**src/rtl/idelay_tap_sweep_ctrl.sv**
```systemverilog
// Tap sequencer for the clk_delay IDELAYE2: sets one tap or sweeps a tap range, gating
// every load on IDELAYCTRL ready and holding off tap_valid until the delay line settles.
//
// state    | meaning
// ---------+-------------------------------------------------------------
// IDLE     | waiting for start; single-mode tap_valid may still be held
// WAIT_RDY | target chosen, waiting for IDELAYCTRL RDY
// LOAD     | delay already carries target; ld/ldpipeen pulse next cycle
// SETTLE   | ld issued, counting the settle window
// DWELL    | sweep tap stable, tap_valid high for max(dwell,1) cycles
// DONE     | one-cycle done pulse
module idelay_tap_sweep_ctrl #(
   parameter int TAP_W      = 5,
   parameter int TAP_MIN    = 0,
   parameter int TAP_MAX    = 31,
   parameter int TAP_STEP   = 1,
   parameter int SETTLE_CYC = 16
) (
   input  logic             clk,
   input  logic             rst,
   input  logic             idly_rdy,
   input  logic             start,
   input  logic             stop,
   input  logic             mode,
   input  logic [TAP_W-1:0] tap_req,
   input  logic [15:0]      dwell,
   output logic [TAP_W-1:0] delay,
   output logic             ld,
   output logic             ldpipeen,
   output logic             tap_valid,
   output logic             busy,
   output logic             done
);

   typedef enum logic [2:0] {
      S_IDLE     = 3'd0,
      S_WAIT_RDY = 3'd1,
      S_LOAD     = 3'd2,
      S_SETTLE   = 3'd3,
      S_DWELL    = 3'd4,
      S_DONE     = 3'd5
   } state_t;

   localparam logic [TAP_W-1:0] MIN_TAP   = TAP_W'(TAP_MIN);
   localparam logic [TAP_W-1:0] MAX_TAP   = TAP_W'(TAP_MAX);
   localparam logic [TAP_W:0]   MAX_EXT   = (TAP_W+1)'(TAP_MAX);
   localparam logic [TAP_W:0]   STEP_EXT  = (TAP_W+1)'(TAP_STEP);
   localparam logic [15:0]      SETTLE_LD = 16'(SETTLE_CYC);

   state_t           state;
   state_t           state_nxt;
   logic             mode_q;
   logic [15:0]      dwell_q;
   logic [15:0]      dwell_last;
   logic [15:0]      cnt;
   logic             cnt_zero;
   logic [TAP_W-1:0] target;
   logic [TAP_W-1:0] target_nxt;
   logic [TAP_W-1:0] req_clamped;
   logic [TAP_W:0]   tap_nxt;
   logic             last_tap;
   logic             accept;

   logic [TAP_W-1:0] delay_d;
   logic             ld_d;
   logic             tv_d;
   logic             busy_d;
   logic             done_d;

   assign accept      = (state == S_IDLE) && start && !stop;
   assign cnt_zero    = (cnt == 16'd0);
   assign req_clamped = (tap_req > MAX_TAP) ? MAX_TAP : tap_req;
   // One extra bit so a step past TAP_MAX is seen as an overflow instead of wrapping to 0.
   assign tap_nxt     = {1'b0, delay} + STEP_EXT;
   assign last_tap    = (tap_nxt > MAX_EXT);
   assign dwell_last  = (dwell_q == 16'd0) ? 16'd0 : (dwell_q - 16'd1);

   always_ff @(posedge clk) begin
      if (rst) begin
         state <= S_IDLE;
      end else begin
         state <= state_nxt;
      end
   end

   always_comb begin
      state_nxt = state;
      if (stop && (state != S_IDLE)) begin
         state_nxt = S_IDLE;
      end else begin
         case (state)
            S_IDLE: begin
               if (accept) state_nxt = idly_rdy ? S_LOAD : S_WAIT_RDY;
            end
            S_WAIT_RDY: begin
               if (idly_rdy) state_nxt = S_LOAD;
            end
            S_LOAD: begin
               state_nxt = idly_rdy ? S_SETTLE : S_WAIT_RDY;
            end
            S_SETTLE: begin
               if (!idly_rdy)    state_nxt = S_WAIT_RDY;
               else if (cnt_zero) state_nxt = mode_q ? S_DWELL : S_DONE;
            end
            S_DWELL: begin
               if (!idly_rdy)    state_nxt = S_WAIT_RDY;
               else if (cnt_zero) state_nxt = last_tap ? S_DONE : S_LOAD;
            end
            S_DONE:  state_nxt = S_IDLE;
            default: state_nxt = S_IDLE;
         endcase
      end
   end

   always_comb begin
      target_nxt = target;
      if (accept) begin
         target_nxt = mode ? MIN_TAP : req_clamped;
      end else if ((state == S_DWELL) && (state_nxt == S_LOAD)) begin
         target_nxt = tap_nxt[TAP_W-1:0];
      end
   end

   // Outputs are registered, so these are the values for the state being entered.
   always_comb begin
      delay_d = (state_nxt == S_LOAD) ? target_nxt : delay;
      ld_d    = (state == S_LOAD) && (state_nxt == S_SETTLE);
      busy_d  = (state_nxt != S_IDLE);
      done_d  = (state_nxt == S_DONE);
      tv_d    = tap_valid;
      if (state == S_IDLE) begin
         if (accept) tv_d = 1'b0;
      end else if (stop || (state_nxt == S_WAIT_RDY)) begin
         tv_d = 1'b0;
      end else if ((state == S_SETTLE) && (state_nxt != S_SETTLE)) begin
         tv_d = 1'b1;
      end else if ((state == S_DWELL) && (state_nxt != S_DWELL)) begin
         tv_d = 1'b0;
      end
   end

   always_ff @(posedge clk) begin
      if (rst) begin
         delay     <= MIN_TAP;
         ld        <= 1'b0;
         ldpipeen  <= 1'b0;
         tap_valid <= 1'b0;
         busy      <= 1'b0;
         done      <= 1'b0;
      end else begin
         delay     <= delay_d;
         ld        <= ld_d;
         ldpipeen  <= ld_d;
         tap_valid <= tv_d;
         busy      <= busy_d;
         done      <= done_d;
      end
   end

   always_ff @(posedge clk) begin
      if (rst) begin
         mode_q  <= 1'b0;
         dwell_q <= 16'd0;
         target  <= MIN_TAP;
         cnt     <= 16'd0;
      end else begin
         target <= target_nxt;
         if (accept) begin
            mode_q  <= mode;
            dwell_q <= dwell;
         end
         // The settle window is counted from the cycle after ld, hence the full SETTLE_CYC load.
         if ((state_nxt == S_SETTLE) && (state != S_SETTLE)) begin
            cnt <= SETTLE_LD;
         end else if ((state_nxt == S_DWELL) && (state != S_DWELL)) begin
            cnt <= dwell_last;
         end else if ((state_nxt == state) && ((state == S_SETTLE) || (state == S_DWELL))
                      && !cnt_zero) begin
            cnt <= cnt - 16'd1;
         end else begin
            cnt <= 16'd0;
         end
      end
   end

endmodule

```
**config.mk**
```make
export PLATFORM = sky130hd
export DESIGN_NAME = idelay_tap_sweep_ctrl
export DESIGN_NICKNAME = d
export VERILOG_FILES = /design/src/rtl/idelay_tap_sweep_ctrl.sv
export SDC_FILE = /design/constraint.sdc
export NUM_CORES = 1
export LEC_CHECK = 0
export ABC_CLOCK_PERIOD_IN_PS = 3000
export BUFFER_PORTS_ARGS = -buffer_cell sky130_fd_sc_hd__buf_4
export CORE_MARGIN = 2
export CORE_UTILIZATION = 46
export DETAILED_ROUTE_END_ITERATION = 12
export PLACE_DENSITY = 0.66
export SYNTH_ARGS = -nofsm -noshare
export SYNTH_HDL_FRONTEND = slang
export SYNTH_SLANG_ARGS = --single-unit
```
**constraint.sdc**
```tcl
create_clock -name clk -period 3 [get_ports clk]
set_input_delay 0.9 -clock clk [delete_from_list [all_inputs] [get_ports clk]]
set_output_delay 0.9 -clock clk [all_outputs]
set_load 0.01 [all_outputs]
```
# Word level (Yosys, flattened, before mapping)
# Cells that the tools add are included.
# classes
n_addsub,3
n_lt_le_gt_ge,2
reduce_logical,23
eq_ne,15
n_mux,25
# op_table
operator,count
16-bit 2-to-1 mux,3
16-bit zero test,2
"16-bit by 1-bit subtractor with 16-bit output, second input constant",2
5-bit 2-to-1 mux,5
3-bit 2-to-1 mux,8
3-bit one-hot mux with 5 select lines,1
"3-bit by 2-bit == test with 1-bit output, second input constant",4
1-bit logical AND,11
"3-bit == test, second input constant",3
"5-bit by 1-bit adder with 6-bit output, second input constant",1
"3-bit by 1-bit == test with 1-bit output, second input constant",2
"6-bit by 5-bit > comparator with 1-bit output, second input constant",1
1-bit 2-to-1 mux,6
"3-bit by 2-bit inequality test with 1-bit output, second input constant",2
"3-bit inequality test, second input constant",2
3-bit nonzero test,2
"5-bit > comparator, second input constant",1
2-bit 2-to-1 mux,2
4-bit nonzero test,1
3-bit == test,1
3-bit zero test,1
1-bit zero test,2
1-bit logical OR,2
"2-bit inequality test, second input constant",1
2 further kinds,2
# word_totals
regBits,50
word_cells,79

# Depth between registers and ports, before layout
# Gate-level depths: netlist of run 1.
# logic_depth
depth_word,13
mapped_depth,9
depth_no_buf,8

# Worst setup path after synthesis of run 1
# OpenSTA, ideal clock, no wires.
# synth_timing
path_kind,input-to-reg
startpoint,in stop
endpoint,reg delay[4]
t_required_ps,2866
path_slack_ps,683
setup_time_ps,134
arrival_time_ps,2183
stages,6
path_cell_list,nand2b_1 > or4_4 > buf_6 > mux2_4 > a21oi_2 > a211oi_1
# synth_between
elab_chain_len,9
elab_cells_between_ends,10
# synth_lines
element,line_no,source
start: declaration,23,"input logic stop,"
1-bit zero test,70,assign accept = (state == S_IDLE) && start && !stop;
1-bit logical AND,70,
3-bit 2-to-1 mux,93,if (accept) state_nxt = idly_rdy ? S_LOAD : S_WAIT_RDY;
3-bit one-hot mux with 5 select lines,91,case (state)
3-bit 2-to-1 mux,88,if (stop && (state != S_IDLE)) begin
3-bit by 2-bit == test with 1-bit output,"119, 126",
1-bit logical AND,119,end else if ((state == S_DWELL) && (state_nxt == S_LOAD)) begin
5-bit 2-to-1 mux,119,
5-bit 2-to-1 mux,117,if (accept) begin
end signal: assignment,151,delay <= delay_d;
end: declaration,27,"output logic [TAP_W-1:0] delay,"
# Several ways; a longest one is shown, not always the timed one.
# A chain may end at the register's enable or synchronous reset.

# Worst setup path in the final report of run 1
# layout_timing
startpoint,reg state[2]
endpoint,reg cnt[5]
# layout_between
elab_chain_len,11
elab_cells_between_ends,30
# layout_lines
element,line_no,source
start: declaration,50,state_t state;
start signal: assignment,82,state <= state_nxt;
3-bit zero test,"70, 91",
1-bit logical AND (2 in series),70,
3-bit 2-to-1 mux,93,
3-bit one-hot mux with 5 select lines,91,
3-bit 2-to-1 mux,88,
3-bit == test,177,end else if ((state_nxt == state) && ((state == S_SETTLE) || (state == S_DWELL))
1-bit logical AND,177,
1-bit logical AND,178,&& !cnt_zero) begin
16-bit 2-to-1 mux,177,
16-bit 2-to-1 mux,175,end else if ((state_nxt == S_DWELL) && (state != S_DWELL)) begin
end signal: assignment,176,cnt <= dwell_last;
end signal: assignment,179,cnt <= cnt - 16'd1;
end: declaration,55,logic [15:0] cnt;
# Several ways; a longest one is shown, not always the timed one.

==> flow_metrics.env, run 1 <==
export IMPL_status="complete, no violations"
export IMPL_cts_clk_slew_worst_paths_ns=0.10
export IMPL_period_minus_slack_ns=2.45
export IMPL_drv_slew=0
export IMPL_synth_edf_count=0
export IMPL_dp_cells=433
export IMPL_start_util=0.479
export IMPL_ys_seq_area_frac=0.375
export IMPL_grt_pass1_wl_um=9630
export IMPL_setup_viol=0
export IMPL_synth_async_reset_ratio=0
export IMPL_synth_common_cells="nand2_1 (58), dfxtp_1 (50), nor2_1 (28)"
export IMPL_yosysTopAreaCell="dfxtp_1"
export IMPL_cap_violations=0
export IMPL_synth_most_common_cell="nand2_1"
export IMPL_drt_wl_total_um=5690
export IMPL_fin_skew_ns=0.0119
export IMPL_powerDensity_nw_per_um2=430
export IMPL_hp_class="flip-flop to flip-flop"
export IMPL_holdPathStages=2
export IMPL_grt_max_degree=22
export IMPL_vias_per_cell=5.27
export IMPL_dpl_hpwl_um=4220
export IMPL_num_io_pins=37
export IMPL_antenna_cells=0
export IMPL_synthDominantCellAreaShare=0.375
export IMPL_ff2ff_path_depth=6
export IMPL_die_h_um=80.2
export IMPL_hold_viol_final=0
export IMPL_rows=27
export IMPL_vias=2325
export IMPL_timing_critical_path_mode_cell="o21ai_0"
export IMPL_peakVddDrop_uv=256
export IMPL_cp_start_kind="flip-flop"
export IMPL_nets=398
export IMPL_syn_to_final_growth_pct=16.0
export IMPL_synth_seq_cells=50
export IMPL_drtPass1Iterations=4
export IMPL_htreeDepth=2
export IMPL_p_leak_nw=1.27
export IMPL_tightestPinTransition_ns=0.973
export IMPL_syn_avg_cell_area_um2=7.95
export IMPL_syn_instance_count=336
export IMPL_yosysWarnings=0
export IMPL_numCtsBuffers=5
export IMPL_period_share=0.817
export IMPL_slew_headroom=0.349
export IMPL_setup_tns_ns=0
export IMPL_core_area_um2=5570
export IMPL_first_global_vias=2069
export IMPL_rsz0062_at_grt="no"
export IMPL_synth_cell_types=51
export IMPL_dieWidth_um=80.2
export IMPL_crit_type="flip-flop to flip-flop"
export IMPL_critical_path_max_fanout=15
export IMPL_gr_total_overflow=0
export IMPL_instances_no_fill=441
export IMPL_track_usage=0.188
export IMPL_drt_iter0_drc=111
export IMPL_netlist_area_um2=2670
export IMPL_slowest_stage="nor2_1"
export IMPL_synth_ff_type="dfxtp_1"
export IMPL_cts_resized=0
export IMPL_critPathRequiredTime_ns=3.24
export IMPL_antenna_left=0
export IMPL_hold_ws_ns=0.467
export IMPL_drc_errors=0
export IMPL_wl_per_cell_um=12.9
export IMPL_dieArea_um2=6440
export IMPL_post_cts_buffers=0
export IMPL_cp_arrival_ns=2.69
export IMPL_ctsRootBufferMaster="clkbuf_8"
export IMPL_cts_max_path_buffers=2
export IMPL_cts_hold_buf=0
export IMPL_cp_end_kind="flip-flop"
export IMPL_clock_sinks=50
export IMPL_path_cells="nor3b_1, a21oi_1, nand3b_1, nor2_1, o21ai_0, o21ai_0"
export IMPL_max_stage_delay_ns=0.77
export IMPL_port_buffer_count=36
export IMPL_antenna_found_initial=0
export IMPL_synth_area_top_cells="dfxtp_1 (37%), nand2_1 (8.1%), xnor2_1 (6.6%)"
export IMPL_clock_latency_ns=0.31
export IMPL_synth_nets=366
export IMPL_place_congestion=0.807
export IMPL_drive_above_1_share=0.168
export IMPL_cts_tree="yes"
export IMPL_fmax_mhz=408
final cells by class:
type                       instances  area, um^2
inverter                          11        41.3
clock inverter                     1        5.00
sequential                        50        1000
clock buffer                       7        86.3
timing repair buffer              42         315
fill                             561        2470
tap                               72        90.1
multi-input combinational        258        1560
report_power, final:
part	leakage (nW)	switching, mW	total, mW	internal [mW]
sequential	0.406	0.0228	0.707	0.684
combinational	0.816	0.112	0.216	0.103
clock	0.0482	0.225	0.412	0.187
total	1.27	0.360	1.33	0.974
final timing paths:
check / from / slack [ns] / to
max: state[2] / 0.55 / cnt[5]
min reg2reg: mode_q / 0.47 / mode_q
min: mode_q / 0.47 / mode_q
max reg2reg: state[2] / 0.55 / cnt[5]
sequential cells by signal (all words and copies together) (netlist names):
| signal | cells |
|---|---|
| cnt | 16 |
| dwell_q | 16 |
| delay | 5 |
| target | 5 |
| state | 3 |
| busy | 1 |
| done | 1 |
| ldpipeen | 1 |
| mode_q | 1 |
| tap_valid | 1 |
through the flow:
| stage | power (mW) | area (um^2) | utilization | setup WS [ns] |
|---|---|---|---|---|
| final | 1.33 | 3100 | 0.556 | 0.548 |
| after CTS | 1.34 | 3100 | 0.556 | 0.563 |
| after global placement | 0.935 | 3010 | 0.540 | 0.428 |
| after detailed placement | 0.939 | 3010 | 0.540 | 0.367 |
| after global routing | 1.40 | 3100 | 0.556 | 0.247 |
| after floorplan | 0.863 | 2670 | - | 0.683 |
worst max-delay path, delay by kind of cell, from the launching register on:
family	cells	cell delay, ns
simple gates	3	1.34
flops	1	0.61
compound gates	3	0.43
layout by cell type, fill, tap and decap left out, types with 2 or more instances in the layout:
master,count
a211oi_1,4
a21oi_1,27
a21oi_2,2
a31oi_1,3
and2_1,2
and3_1,6
buf_4,42
clkbuf_8,6
dfxtp_1,50
ha_1,3
inv_1,11
mux2_4,2
nand2_1,58
nand2b_1,5
nand3_1,4
nand3b_1,6
nand4_1,3
nand4b_1,3
nor2_1,28
nor2b_1,4
nor3_1,15
nor3b_1,3
nor4_1,4
nor4_4,2
o211ai_1,2
o21ai_0,18
o32ai_1,2
or3_1,3
xnor2_1,20
xor2_1,9
per-layer routing:
| metal | share of wire | GRT usage |
|---|---|---|
| met4 | 0.0070 | 0.0458 |
| met2 | 0.44 | 0.288 |
| met5 | 0 | 0 |
| met3 | 0.035 | 0.0393 |
| met1 | 0.52 | 0.269 |
logic make-up (layout without fill, tap and decap cells):
| kind of cell | Yosys count | in the layout | synth area share |
|---|---|---|---|
| and+or+nand+nor | 154 | 154 | 0.296 |
| adders and majority gates | 4 | 4 | 0.0178 |
| muxes | 4 | 4 | 0.0192 |
| AOI/OAI and AO/OA | 67 | 67 | 0.154 |
| xor gates and xnor gates | 29 | 29 | 0.0950 |
| DFF | 50 | 50 | 0.375 |
| buffers and inverters | 28 | 61 | 0.0435 |
(Power assumes the default switching activity.)
==> run 2: changes to the inputs <==
--- a/config.mk
+++ b/config.mk
@@ -5,12 +5,12 @@
 export SDC_FILE = /design/constraint.sdc
 export NUM_CORES = 1
 export LEC_CHECK = 0
-export ABC_CLOCK_PERIOD_IN_PS = 3000
+export ABC_CLOCK_PERIOD_IN_PS = 2100
 export BUFFER_PORTS_ARGS = -buffer_cell sky130_fd_sc_hd__buf_4
 export CORE_MARGIN = 2
 export CORE_UTILIZATION = 46
 export DETAILED_ROUTE_END_ITERATION = 12
-export PLACE_DENSITY = 0.66
+export PLACE_DENSITY = 0.69
 export SYNTH_ARGS = -nofsm -noshare
 export SYNTH_HDL_FRONTEND = slang
 export SYNTH_SLANG_ARGS = --single-unit
==> constraint.sdc (replaced) <==
create_clock -name clk -period 2.1 [get_ports clk]
set_input_delay 0.63 -clock clk [delete_from_list [all_inputs] [get_ports clk]]
set_output_delay 0.63 -clock clk [all_outputs]
set_load 0.01 [all_outputs]
==> flow_metrics.env, run 2 (same netlist as run 1, synthesis figures left out) <==
export IMPL_status="complete, but fails checks"
export IMPL_violations="negative setup slack"
export IMPL_gr_total_overflow=0
export IMPL_rsz0062_at_grt="yes"
export IMPL_critical_path_max_fanout=8
export IMPL_hp_class="flip-flop to flip-flop"
export IMPL_drive_above_1_share=0.270
export IMPL_wl_per_cell_um=13.4
export IMPL_numCtsBuffers=5
export IMPL_num_io_pins=37
export IMPL_powerDensity_nw_per_um2=554
export IMPL_mostFrequentLayoutCells="buf_4 (77), nand2_1 (58), dfxtp_1 (48)"
export IMPL_cp_end_kind="flip-flop"
export IMPL_grt_max_degree=23
export IMPL_cp_arrival_ns=2.32
export IMPL_drt_iter0_drc=178
export IMPL_total_power_mw=1.90
export IMPL_design_area_um2=3430
export IMPL_setup_viol=4
export IMPL_dpl_hpwl_um=4760
export IMPL_peakVddDrop_uv=445
export IMPL_path_buf_inv=0
export IMPL_largest_registers="cnt x16, dwell_q x16"
export IMPL_cts_tree="yes"
export IMPL_rows=27
export IMPL_antenna_left=0
export IMPL_dieArea_um2=6440
export IMPL_worst_slack_ns=-0.0326
export IMPL_vias_per_cell=5.25
export IMPL_cap_violations=0
export IMPL_place_area_um2=3240
export IMPL_cts_clk_slew_worst_paths_ns=0.09
export IMPL_track_usage=0.215
export IMPL_max_stage_delay_ns=0.61
export IMPL_slew_headroom=0.697
export IMPL_syn_to_final_growth_pct=28.2
export IMPL_nets=434
export IMPL_drtPass1Iterations=4
export IMPL_die_h_um=80.2
export IMPL_fmax_mhz=469
export IMPL_final_common_cell="buf_4"
export IMPL_crit_type="flip-flop to flip-flop"
export IMPL_fin_skew_ns=0.00325
export IMPL_tightestPinTransition_ns=0.453
export IMPL_path_cells="nor4_4, nand4_1, or4_4, mux2_4, a21oi_4, a211oi_1"
export IMPL_drt_wl_total_um=6370
export IMPL_clock_sinks=50
export IMPL_drc_errors=0
export IMPL_first_global_vias=2381
export IMPL_hold_ws_ns=0.473
export IMPL_htreeDepth=2
export IMPL_slowest_stage="or4_4"
export IMPL_cpLargestDelayFamily="simple AND/OR/NAND/NOR gates"
export IMPL_period_minus_slack_ns=2.13
export IMPL_p_leak_nw=1.47
export IMPL_vias=2500
export IMPL_cp_start_kind="flip-flop"
export IMPL_setup_tns_ns=-0.0827
export IMPL_nFillCells=500
export IMPL_grt_pass1_wl_um=11000
export IMPL_dieWidth_um=80.2
export IMPL_core_area_um2=5570
export IMPL_critPathRequiredTime_ns=2.29
export IMPL_hold_viol_final=0
export IMPL_period_share=1.02
export IMPL_drv_slew=0
export IMPL_ctsRootBufferMaster="clkbuf_8"
export IMPL_clock_latency_ns=0.30
export IMPL_port_buffer_count=36
export IMPL_antenna_cells=0
export IMPL_antenna_found_initial=0
export IMPL_cts_hold_buf=0
export IMPL_place_congestion=0.828
export IMPL_cts_max_path_buffers=2
export IMPL_start_util=0.479
==> run 2: cell count changes in the layout (fill, tap and decap cells not counted), sizes merged <==
| cell | change |
|---|---|
| buf | +36 |
| clkbuf | -2 |
| clkinv | +1 |
==> run 2: final cells by class <==
type | instances | area [um^2] | area share
multi-input cells | 258 | 1620 | 0.474
clock inverters | 2 | 10.0 | 0.00292
well taps | 72 | 90.1 | 0.0263
clock buffers | 5 | 68.8 | 0.0201
repair buffers | 78 | 589 | 0.172
flip-flops and latches | 50 | 1000 | 0.293
inverters | 11 | 41.3 | 0.0121
==> run 2: through the flow <==
step | worst slack (ns) | cells | util
4_1_cts | -0.0159 | 470 | 0.600
3_5_place_dp | -0.0835 | 463 | 0.581
3_3_place_gp | -0.0481 | 463 | 0.581
5_1_grt | -0.0943 | 476 | 0.615
6_report | -0.0326 | 476 | 0.615
2_1_floorplan | 0.0687 | 336 | -
==> run 2: timing repair <==
| action | CTS | global route |
|---|---|---|
| gates cloned | 0 | 0 |
| resized for setup | 5 | 12 |
| buffers inserted | 0 | 6 |
| setup endpoints to repair | 18 | 27 |
| pin swaps | 2 | 7 |
==> run 2: metal layers <==
layer / up-vias / GRT usage / share of wire
li1: 1295 / - / -
met1: 1159 / 0.280 / 0.46
met2: 42 / 0.373 / 0.50
met3: 4 / 0.0348 / 0.033
met4: 0 / 0.0508 / 0.0099
met5: - / 0 / 0
==> run 2: path summary, 6_finish.rpt <==
path,from,end,slack [ns],depth (start not counted)
max,cnt[14],delay[4],-0.03,6
min,mode_q,mode_q,0.47,2
max reg2reg,cnt[14],delay[4],-0.03,6
min reg2reg,mode_q,mode_q,0.47,2
==> run 2: worst min-delay path, stage by stage (launching register included) <==
cell     delay [ns]
dfxtp_1        0.32
nand2_1        0.05
a21oi_1        0.05
==> run 2: power by group <==
group / switching, mW / internal (mW)
logic: 0.179 / 0.175
clock network: 0.314 / 0.225
registers: 0.0276 / 0.977
